<file path="src/rtl/seq_divider_if.sv">
// Request/result bundle for seq_divider: host drives operands and start,
// divider returns status and results.
interface seq_divider_if;
  logic       start;
  logic [7:0] dividend;
  logic [3:0] divisor;
  logic       busy;
  logic       done;
  logic [7:0] quotient;
  logic [3:0] remainder;
  logic       div_by_zero;
  logic       ovf;

  modport master (
    output start, dividend, divisor,
    input  busy, done, quotient, remainder, div_by_zero, ovf
  );

  modport slave (
    input  start, dividend, divisor,
    output busy, done, quotient, remainder, div_by_zero, ovf
  );
endinterface

</file>
<file path="src/rtl/seq_divider.sv">
// 8-bit / 4-bit restoring divider, one quotient bit per clock, MSB first.
// Define SEQ_DIVIDER_SIGNED_EN for two's-complement operands (magnitude divide + sign fix-up).
module seq_divider (
  input  logic          clk,
  input  logic          rst,
  seq_divider_if.slave  bus
);
  typedef enum logic [1:0] {IDLE, CALC, DONE} state_t;

  state_t     state, state_nx;
  logic [2:0] cnt;
  logic [3:0] rem;
  logic [7:0] dq;
  logic [3:0] dvs;
  logic       qneg, rneg;
  logic [7:0] quot_r;
  logic [3:0] rem_r;
  logic       dbz_r;

  logic [7:0] a_mag;
  logic [3:0] b_mag;
  logic       qneg_in, rneg_in;
  logic [4:0] trial;
  logic       ge;
  logic [3:0] rem_nx;
  logic [7:0] q_nx;
  logic [7:0] q_fin;
  logic [3:0] r_fin;

`ifdef SEQ_DIVIDER_SIGNED_EN
  logic ovf_in, ovf_pend, ovf_r;

  // -128 magnitude is 8'h80, which still fits the unsigned datapath
  assign a_mag   = bus.dividend[7] ? (~bus.dividend + 8'd1) : bus.dividend;
  assign b_mag   = bus.divisor[3]  ? (~bus.divisor + 4'd1)  : bus.divisor;
  assign qneg_in = bus.dividend[7] ^ bus.divisor[3];
  assign rneg_in = bus.dividend[7];
  assign ovf_in  = (bus.dividend == 8'h80) && (bus.divisor == 4'hF);
  assign bus.ovf = ovf_r;
`else
  assign a_mag   = bus.dividend;
  assign b_mag   = bus.divisor;
  assign qneg_in = 1'b0;
  assign rneg_in = 1'b0;
  assign bus.ovf = 1'b0;
`endif

  // partial remainder stays below the divisor, so 4 bits plus the shifted-in bit suffice
  assign trial  = {rem, dq[7]};
  assign ge     = trial >= {1'b0, dvs};
  assign rem_nx = ge ? (trial[3:0] - dvs) : trial[3:0];
  assign q_nx   = {dq[6:0], ge};
  assign q_fin  = qneg ? (~q_nx + 8'd1) : q_nx;
  assign r_fin  = rneg ? (~rem_nx + 4'd1) : rem_nx;

  always_ff @(posedge clk) begin
    if (rst) state <= IDLE;
    else     state <= state_nx;
  end

  always_comb begin
    state_nx = state;
    case (state)
      IDLE:    if (bus.start) state_nx = (bus.divisor == 4'd0) ? DONE : CALC;
      CALC:    if (cnt == 3'd7) state_nx = DONE;
      DONE:    state_nx = IDLE;
      default: state_nx = IDLE;
    endcase
  end

  always_ff @(posedge clk) begin
    if (rst) begin
      cnt    <= '0;
      rem    <= '0;
      dq     <= '0;
      dvs    <= '0;
      qneg   <= 1'b0;
      rneg   <= 1'b0;
      quot_r <= '0;
      rem_r  <= '0;
      dbz_r  <= 1'b0;
`ifdef SEQ_DIVIDER_SIGNED_EN
      ovf_pend <= 1'b0;
      ovf_r    <= 1'b0;
`endif
    end else begin
      case (state)
        IDLE: if (bus.start) begin
          if (bus.divisor == 4'd0) begin
            quot_r <= 8'hFF;
            rem_r  <= bus.dividend[3:0];
            dbz_r  <= 1'b1;
`ifdef SEQ_DIVIDER_SIGNED_EN
            ovf_r  <= 1'b0;
`endif
          end else begin
            cnt  <= '0;
            rem  <= '0;
            dq   <= a_mag;
            dvs  <= b_mag;
            qneg <= qneg_in;
            rneg <= rneg_in;
`ifdef SEQ_DIVIDER_SIGNED_EN
            ovf_pend <= ovf_in;
`endif
          end
        end
        CALC: begin
          cnt <= cnt + 3'd1;
          dq  <= q_nx;
          rem <= rem_nx;
          // results are published on the same edge that enters DONE
          if (cnt == 3'd7) begin
            quot_r <= q_fin;
            rem_r  <= r_fin;
            dbz_r  <= 1'b0;
`ifdef SEQ_DIVIDER_SIGNED_EN
            ovf_r  <= ovf_pend;
`endif
          end
        end
        default: ;
      endcase
    end
  end

  assign bus.busy        = (state != IDLE);
  assign bus.done        = (state == DONE);
  assign bus.quotient    = quot_r;
  assign bus.remainder   = rem_r;
  assign bus.div_by_zero = dbz_r;
endmodule

</file>
<file path="src/flat_wrapper.sv">
// flat-port wrapper written by rule: the top's interface ports become plain ports
module seq_divider_flat 
  (clk, rst, bus_start, bus_dividend, bus_divisor, bus_busy, bus_done, bus_quotient, bus_remainder, bus_div_by_zero, bus_ovf);
  seq_divider_if bus_i ();
  input  logic clk;
  input  logic rst;
  input wire logic [$bits(bus_i.start)-1:0] bus_start;
  input wire logic [$bits(bus_i.dividend)-1:0] bus_dividend;
  input wire logic [$bits(bus_i.divisor)-1:0] bus_divisor;
  output wire logic [$bits(bus_i.busy)-1:0] bus_busy;
  output wire logic [$bits(bus_i.done)-1:0] bus_done;
  output wire logic [$bits(bus_i.quotient)-1:0] bus_quotient;
  output wire logic [$bits(bus_i.remainder)-1:0] bus_remainder;
  output wire logic [$bits(bus_i.div_by_zero)-1:0] bus_div_by_zero;
  output wire logic [$bits(bus_i.ovf)-1:0] bus_ovf;
  assign bus_i.start = bus_start;
  assign bus_i.dividend = bus_dividend;
  assign bus_i.divisor = bus_divisor;
  assign bus_busy = bus_i.busy;
  assign bus_done = bus_i.done;
  assign bus_quotient = bus_i.quotient;
  assign bus_remainder = bus_i.remainder;
  assign bus_div_by_zero = bus_i.div_by_zero;
  assign bus_ovf = bus_i.ovf;
  seq_divider u_core (.clk(clk), .rst(rst), .bus(bus_i));
endmodule
</file>
<file path="config.mk">
export PLATFORM = sky130hd
export DESIGN_NAME = seq_divider_flat
export DESIGN_NICKNAME = d
export VERILOG_FILES = /design/src/rtl/seq_divider_if.sv /design/src/rtl/seq_divider.sv /design/src/flat_wrapper.sv
export SDC_FILE = /design/constraint.sdc
export NUM_CORES = 1
export LEC_CHECK = 0
export ABC_AREA = 1
export CORE_ASPECT_RATIO = 2
export CORE_UTILIZATION = 51
export CTS_CLUSTER_DIAMETER = 200
export DETAILED_ROUTE_END_ITERATION = 16
export HOLD_SLACK_MARGIN = 0.15
export PLACE_DENSITY = 0.86
export RECOVER_POWER = 25
export SKIP_LAST_GASP = 1
export SLEW_MARGIN = 10
export SYNTH_ARGS = -nofsm -noshare
export SYNTH_HDL_FRONTEND = slang
export SYNTH_SLANG_ARGS = --single-unit
</file>
<file path="constraint.sdc">
create_clock -name clk -period 1.9 [get_ports clk]
set_clock_uncertainty 0.2 [all_clocks]
set_input_delay 0.38 -clock clk [delete_from_list [all_inputs] [get_ports clk]]
set_output_delay 0.38 -clock clk [all_outputs]
set_load 0.01 [all_outputs]
</file>
# Word-level counts from Yosys, hierarchy flattened

Cells that the tools add are included.

Add/sub/neg operators: 2
Order comparisons: 1
Equality and inequality tests: 7
Muxes and demuxes: 26
Bitwise operators: 1
Reduce and logical (&&, ||, !) cells: 8

Operators by type and width:

| operator              | count |
|---|---|
| $mux W8               | 5 |
| $pmux W8 S2           | 2 |
| $mux W4               | 6 |
| $pmux W4 S2           | 2 |
| $mux W2               | 3 |
| $mux W3               | 2 |
| $pmux W3 S2           | 1 |
| $reduce_and A3 Y1     | 2 |
| $ge A5 B4 Y1          | 1 |
| $logic_not A4 Y1      | 1 |
| $ne A2 B1 Y1 const B  | 2 |
| $ne A2 B2 Y1 const B  | 2 |
| $pmux W2 S2           | 1 |
| $reduce_and A4 Y1     | 1 |
| $reduce_bool A2 Y1    | 2 |
| $sub A4 B4 Y4         | 1 |
| $add A3 B1 Y3 const B | 1 |
| $eq A3 B3 Y1 const B  | 1 |
| $mux W1               | 3 |
| $eq A2 B1 Y1 const B  | 1 |
| $eq A2 B2 Y1 const B  | 1 |
| $logic_not A2 Y1      | 1 |
| $pmux W1 S2           | 1 |
| $reduce_and A2 Y1     | 1 |
| $not A1 Y1            | 1 |

Register bits: 34
Input port bits: 15
Output and inout port bits: 16

# Longest topological paths before layout

Gate-level depths: netlist of run 1.

Depth after elaboration: 4
Gate-level depth with buffers: 12
Gate-level depth less buffers: 12

# Worst setup path after synthesis of run 1

OpenSTA, ideal clock, no wires.

Path kind: flip-flop to flip-flop
From: register u_core.dvs[2]
To: register u_core.rem_r[1] (netlist: u_core.bus.remainder[1])
Arrival time: 1409 ps
Required time: 1591 ps
Setup slack: 182 ps
Stages on the path, launching flop included: 11
Period minus slack after synthesis: 1718 ps
Cells stage by stage: dfxtp_1 -> inv_1 -> ha_1 -> a21oi_1 -> nand2_1 -> nand2_1 -> nand2_1 -> nand3_1 -> nand3_1 -> nand2_1 -> inv_1

Cells in the longest elaborated chain, start to end: 4

Ends and longest elaborated chain:

| what                   | line               | RTL |
|---|---|---|
| from (decl)            | seq_divider.sv:14  | `logic [3:0] dvs;` |
| from (signal assigned) | seq_divider.sv:100 | `dvs <= b_mag;` |
| $ge A5 B4 Y1           | seq_divider.sv:50  | `assign ge = trial >= {1'b0, dvs};` |
| $mux W4                | seq_divider.sv:51  | `assign rem_nx = ge ? (trial[3:0] - dvs) : trial[3:0];` |
| $mux W4                | seq_divider.sv:113 | `if (cnt == 3'd7) begin` |
| $pmux W4 S2            | seq_divider.sv:87  | `case (state)` |
| to (signal assigned)   | seq_divider.sv:91  | `rem_r <= bus.dividend[3:0];` |
| to (signal assigned)   | seq_divider.sv:115 | `rem_r <= r_fin;` |
| to (decl)              | seq_divider.sv:17  | `logic [3:0] rem_r;` |

Every way passes these cells. The select of a mux whose other input is x is not followed.
A chain may end at the register's enable or synchronous reset.

# Worst setup path in the final report of run 1

From: input bus_divisor[0]
To: register u_core.rem[1]

Cells in the longest elaborated chain, start to end: 3

Ends and longest elaborated chain:

| what                        | line               | RTL |
|---|---|---|
| from (decl)                 | flat_wrapper.sv:9  | `input wire logic [$bits(bus_i.divisor)-1:0] bus_divisor;` |
| $logic_not A4 Y1            | seq_divider.sv:89  | `if (bus.divisor == 4'd0) begin` |
| $ne A2 B2 Y1 (no line)      | --                 |  |
| $reduce_and A3 Y1 (no line) | --                 |  |
| to (signal assigned)        | seq_divider.sv:111 | `rem <= rem_nx;` |
| to (decl)                   | seq_divider.sv:12  | `logic [3:0] rem;` |

Every way passes these cells.

==> impl_metrics.yaml, run 1 <==
status:
  status: "finished, final reports clean"
finish:
  finalNonFillerCells: 305
  drive_above_1_share: 0.0949
  area_growth_pct: 26.9
  antenna_cell_count: 0
  final_net_count: 296
  layout.cells.most_common: "sky130_fd_sc_hd__nor2_1"
  layout_common_cells: "51 x sky130_fd_sc_hd__nor2_1, 42 x sky130_fd_sc_hd__nand2_1, 32 x sky130_fd_sc_hd__dfxtp_1"
yosys:
  synth-seq-cells: 34
  synth_nets: 259
  synth.avg_cell_area_um2: 7.01
  yosysSeqAreaShare: 0.410
  post_synth_inst_count: 237
  synth.lib_cells_used.distinct: 25
  yosysWarningCount: 0
  synth.cell_area_mm2: 0.00166
worst_setup_path:
  cp.required_ns: 1.93
  r2r_end: "u_core.bus.remainder[0]"
  timing.critical_path.to: "u_core.rem[1]"
  cp_data_arrival_time_ns: 1.80
  reg2reg_setup_slack_ns: 0.14
  critical_path_start_end_classification: "input port to flop"
  cp-start-kind: "input port"
  path_max_fanout: 11
  worst_r2r_path_depth: 12
  worst_r2r_startpoint: "u_core.dq[7]"
  endpoint_kind: "flop"
  startpoint: "bus_divisor[0]"
die:
  core_mm2: 0.00312
  die_x_um: 42.4
  die-area_mm2: 0.00350
  chipHeight_um: 82.7
  floorplan.initialDensity: 0.532
  design.portCount: 31
  rows: 29
global_routing:
  grt_max_degree: 25
  grt_pass1_wl_mm: 6.51
  grt_util_all_layers: 0.247
  antenna_found_initial: 0
  grt_pass1_vias: 1619
  overflow: 0
sta:
  worst_slew_margin_rel: 0.592
  finalHoldWorstSlack_ns: 0.269
  min_cycle_time_layout_ns: 1.77
  fmaxAchievable_mhz: 565
  worst-slew-pin-transition_ns: 0.612
  hold_viol_final: 0
  report.final.slew_viol_count: 0
  final-setup-viol-count: 0
  finalCritPeriodShare: 0.931
place:
  dpl.cell_count: 298
  routabilityCongestion: 0.820
  portBuffers: 29
  hpwl_after_detailed_placement_mm: 2.87
cts:
  clock-sinks: 34
  tritoncts: "built"
  worst_skew_pair.late_latency_ns: 0.28
  number_of_h_tree_levels: 2
  cts_root_buffer: "sky130_fd_sc_hd__clkbuf_8"
  tritoncts.num_buffers: 5
  buffer_levels_on_the_longest_clock_path: 2
  path_clk_slew_ns: 0.07
  cts_hold_buf: 0
  postCtsSetupBuffers: 0
  postCtsResizedCells: 3
routing:
  wirelength_mm: 3.87
  dr.pass1.iters: 6
  dr_total_vias: 1610
  initialDrtViolationCount: 31
  detail_route.drc_violations: 0
  final_antenna_net_count: 0
  via_per_inst: 5.28
  detailed_route_wire_length_per_cell_um: 12.7
power_and_ir_drop:
  ir_drop_mv: 0.540
  cellPowerDensity_mw_per_mm2: 908
  leakage_nw: 1.03
job:
  cap_violations: 0
worst_hold_path:
  hp-class: "flop to flop"
-- stage by stage --
stage | TNS (ns) | instance area [um^2] | setup WS (ns) | power [mW] | util
floorplan | 0 | 1660 | 0.182 | 1.20 | -
global placement | -0.126 | 2010 | -0.0216 | 1.41 | 0.644
detailed placement | -0.346 | 2010 | -0.0660 | 1.42 | 0.644
CTS | 0 | 2090 | 0.0116 | 1.91 | 0.669
global route | -0.141 | 2110 | -0.0495 | 2.05 | 0.676
finish | 0 | 2110 | 0.131 | 1.91 | 0.676
-- synthesized netlist by cell type --
library cell               instances  area [um^2]
sky130_fd_sc_hd__nor2_1           50          188
sky130_fd_sc_hd__nand2_1          42          158
sky130_fd_sc_hd__dfxtp_1          34          681
sky130_fd_sc_hd__inv_1            28          105
sky130_fd_sc_hd__o21ai_0          18         90.1
sky130_fd_sc_hd__nand3_1          17         85.1
sky130_fd_sc_hd__a21oi_1          15         75.1
sky130_fd_sc_hd__ha_1              6         75.1
sky130_fd_sc_hd__nand4_1           5         31.3
sky130_fd_sc_hd__buf_4             3         22.5
sky130_fd_sc_hd__buf_6             3         33.8
sky130_fd_sc_hd__clkbuf_1          2         7.51
sky130_fd_sc_hd__nand2_2           2         12.5
sky130_fd_sc_hd__buf_2             1         5.00
sky130_fd_sc_hd__conb_1            1         3.75
sky130_fd_sc_hd__fa_1              1         20.0
sky130_fd_sc_hd__inv_2             1         3.75
sky130_fd_sc_hd__inv_4             1         6.26
sky130_fd_sc_hd__nand3_4           1         17.5
sky130_fd_sc_hd__nor2_2            1         6.26
sky130_fd_sc_hd__nor3_1            1         5.00
sky130_fd_sc_hd__o21a_1            1         7.51
sky130_fd_sc_hd__o21ai_1           1         5.00
sky130_fd_sc_hd__o21ai_2           1         8.76
sky130_fd_sc_hd__xor2_1            1         8.76
-- power by group --
| part | total, mW | leakage, nW | switching, mW | internal (mW) |
|---|---|---|---|---|
| Clock | 0.495 | 0.0383 | 0.243 | 0.252 |
| Sequential | 0.848 | 0.281 | 0.0525 | 0.795 |
| Combinational | 0.570 | 0.707 | 0.317 | 0.253 |
| Total | 1.91 | 1.03 | 0.613 | 1.30 |
-- worst min-delay path by stage --
stage / from / to / slack (ns) / depth (start not counted)
6_report: u_core.dvs[0] / u_core.dvs[0] / 0.27 / 2
5_1_grt: u_core.cnt[2] / u_core.cnt[2] / 0.31 / 2
4_1_cts: u_core.dvs[0] / u_core.dvs[0] / 0.28 / 2
3_5_place_dp: u_core.dvs[0] / u_core.dvs[0] / 0.27 / 2
3_3_place_gp: u_core.cnt[1] / u_core.cnt[1] / 0.25 / 2
2_1_floorplan: u_core.dvs[0] / u_core.dvs[0] / 0.23 / 2
-- flip-flops by register name, summed over array words and instances, names as in the netlist --
| signal | cells |
|---|---|
| u_core.bus.div_by_zero | 1 |
| u_core.bus.quotient | 8 |
| u_core.bus.remainder | 4 |
| u_core.cnt | 3 |
| u_core.dq | 8 |
| u_core.dvs | 4 |
| u_core.rem | 4 |
| u_core.state | 2 |
-- metal layers --
metal	up-vias	GRT usage	part of all wire
met1	747	0.225	0.36
met5	-	0	0
li1	819	-	-
met2	34	0.485	0.58
met3	10	0.0478	0.032
met4	0	0.147	0.022
-- cell families after synthesis --
kind of cell    synth area share
compound gates             0.112
simple gates               0.303
xor+xnor                 0.00527
flops                      0.410
fa+ha+maj                 0.0572
other cells              0.00226
buf+inv                    0.111
-- critical path: stages --
cell and delay (ns):
sky130_fd_sc_hd__clkdlybuf4s50_1 0.43, sky130_fd_sc_hd__nor2_1 0.15, sky130_fd_sc_hd__nand4_1 0.10, sky130_fd_sc_hd__nand2_1 0.17, sky130_fd_sc_hd__clkbuf_2 0.28, sky130_fd_sc_hd__nand2_1 0.09, sky130_fd_sc_hd__nand3_1 0.09, sky130_fd_sc_hd__nand2_1 0.05
sky130_fd_sc_hd__inv_1 0.06
-- cell type report --
cell class / count / area, um^2
fill: 278 / 1010
multi-input combinational: 164 / 823
sequential: 34 / 686
timing repair buffer: 39 / 364
inverter: 30 / 120
clock buffer: 7 / 76.3
tap: 31 / 38.8
(Power assumes the default switching activity.)
==> run 2, diff against run 1 <==
--- a/config.mk
+++ b/config.mk
@@ -6,6 +6,7 @@
 export NUM_CORES = 1
 export LEC_CHECK = 0
 export ABC_AREA = 1
+export CAP_MARGIN = 20
 export CORE_ASPECT_RATIO = 2
 export CORE_UTILIZATION = 51
 export CTS_CLUSTER_DIAMETER = 200
==> results of run 2 <==
The final DEF is identical to that of run 1; final timing and power are the same.
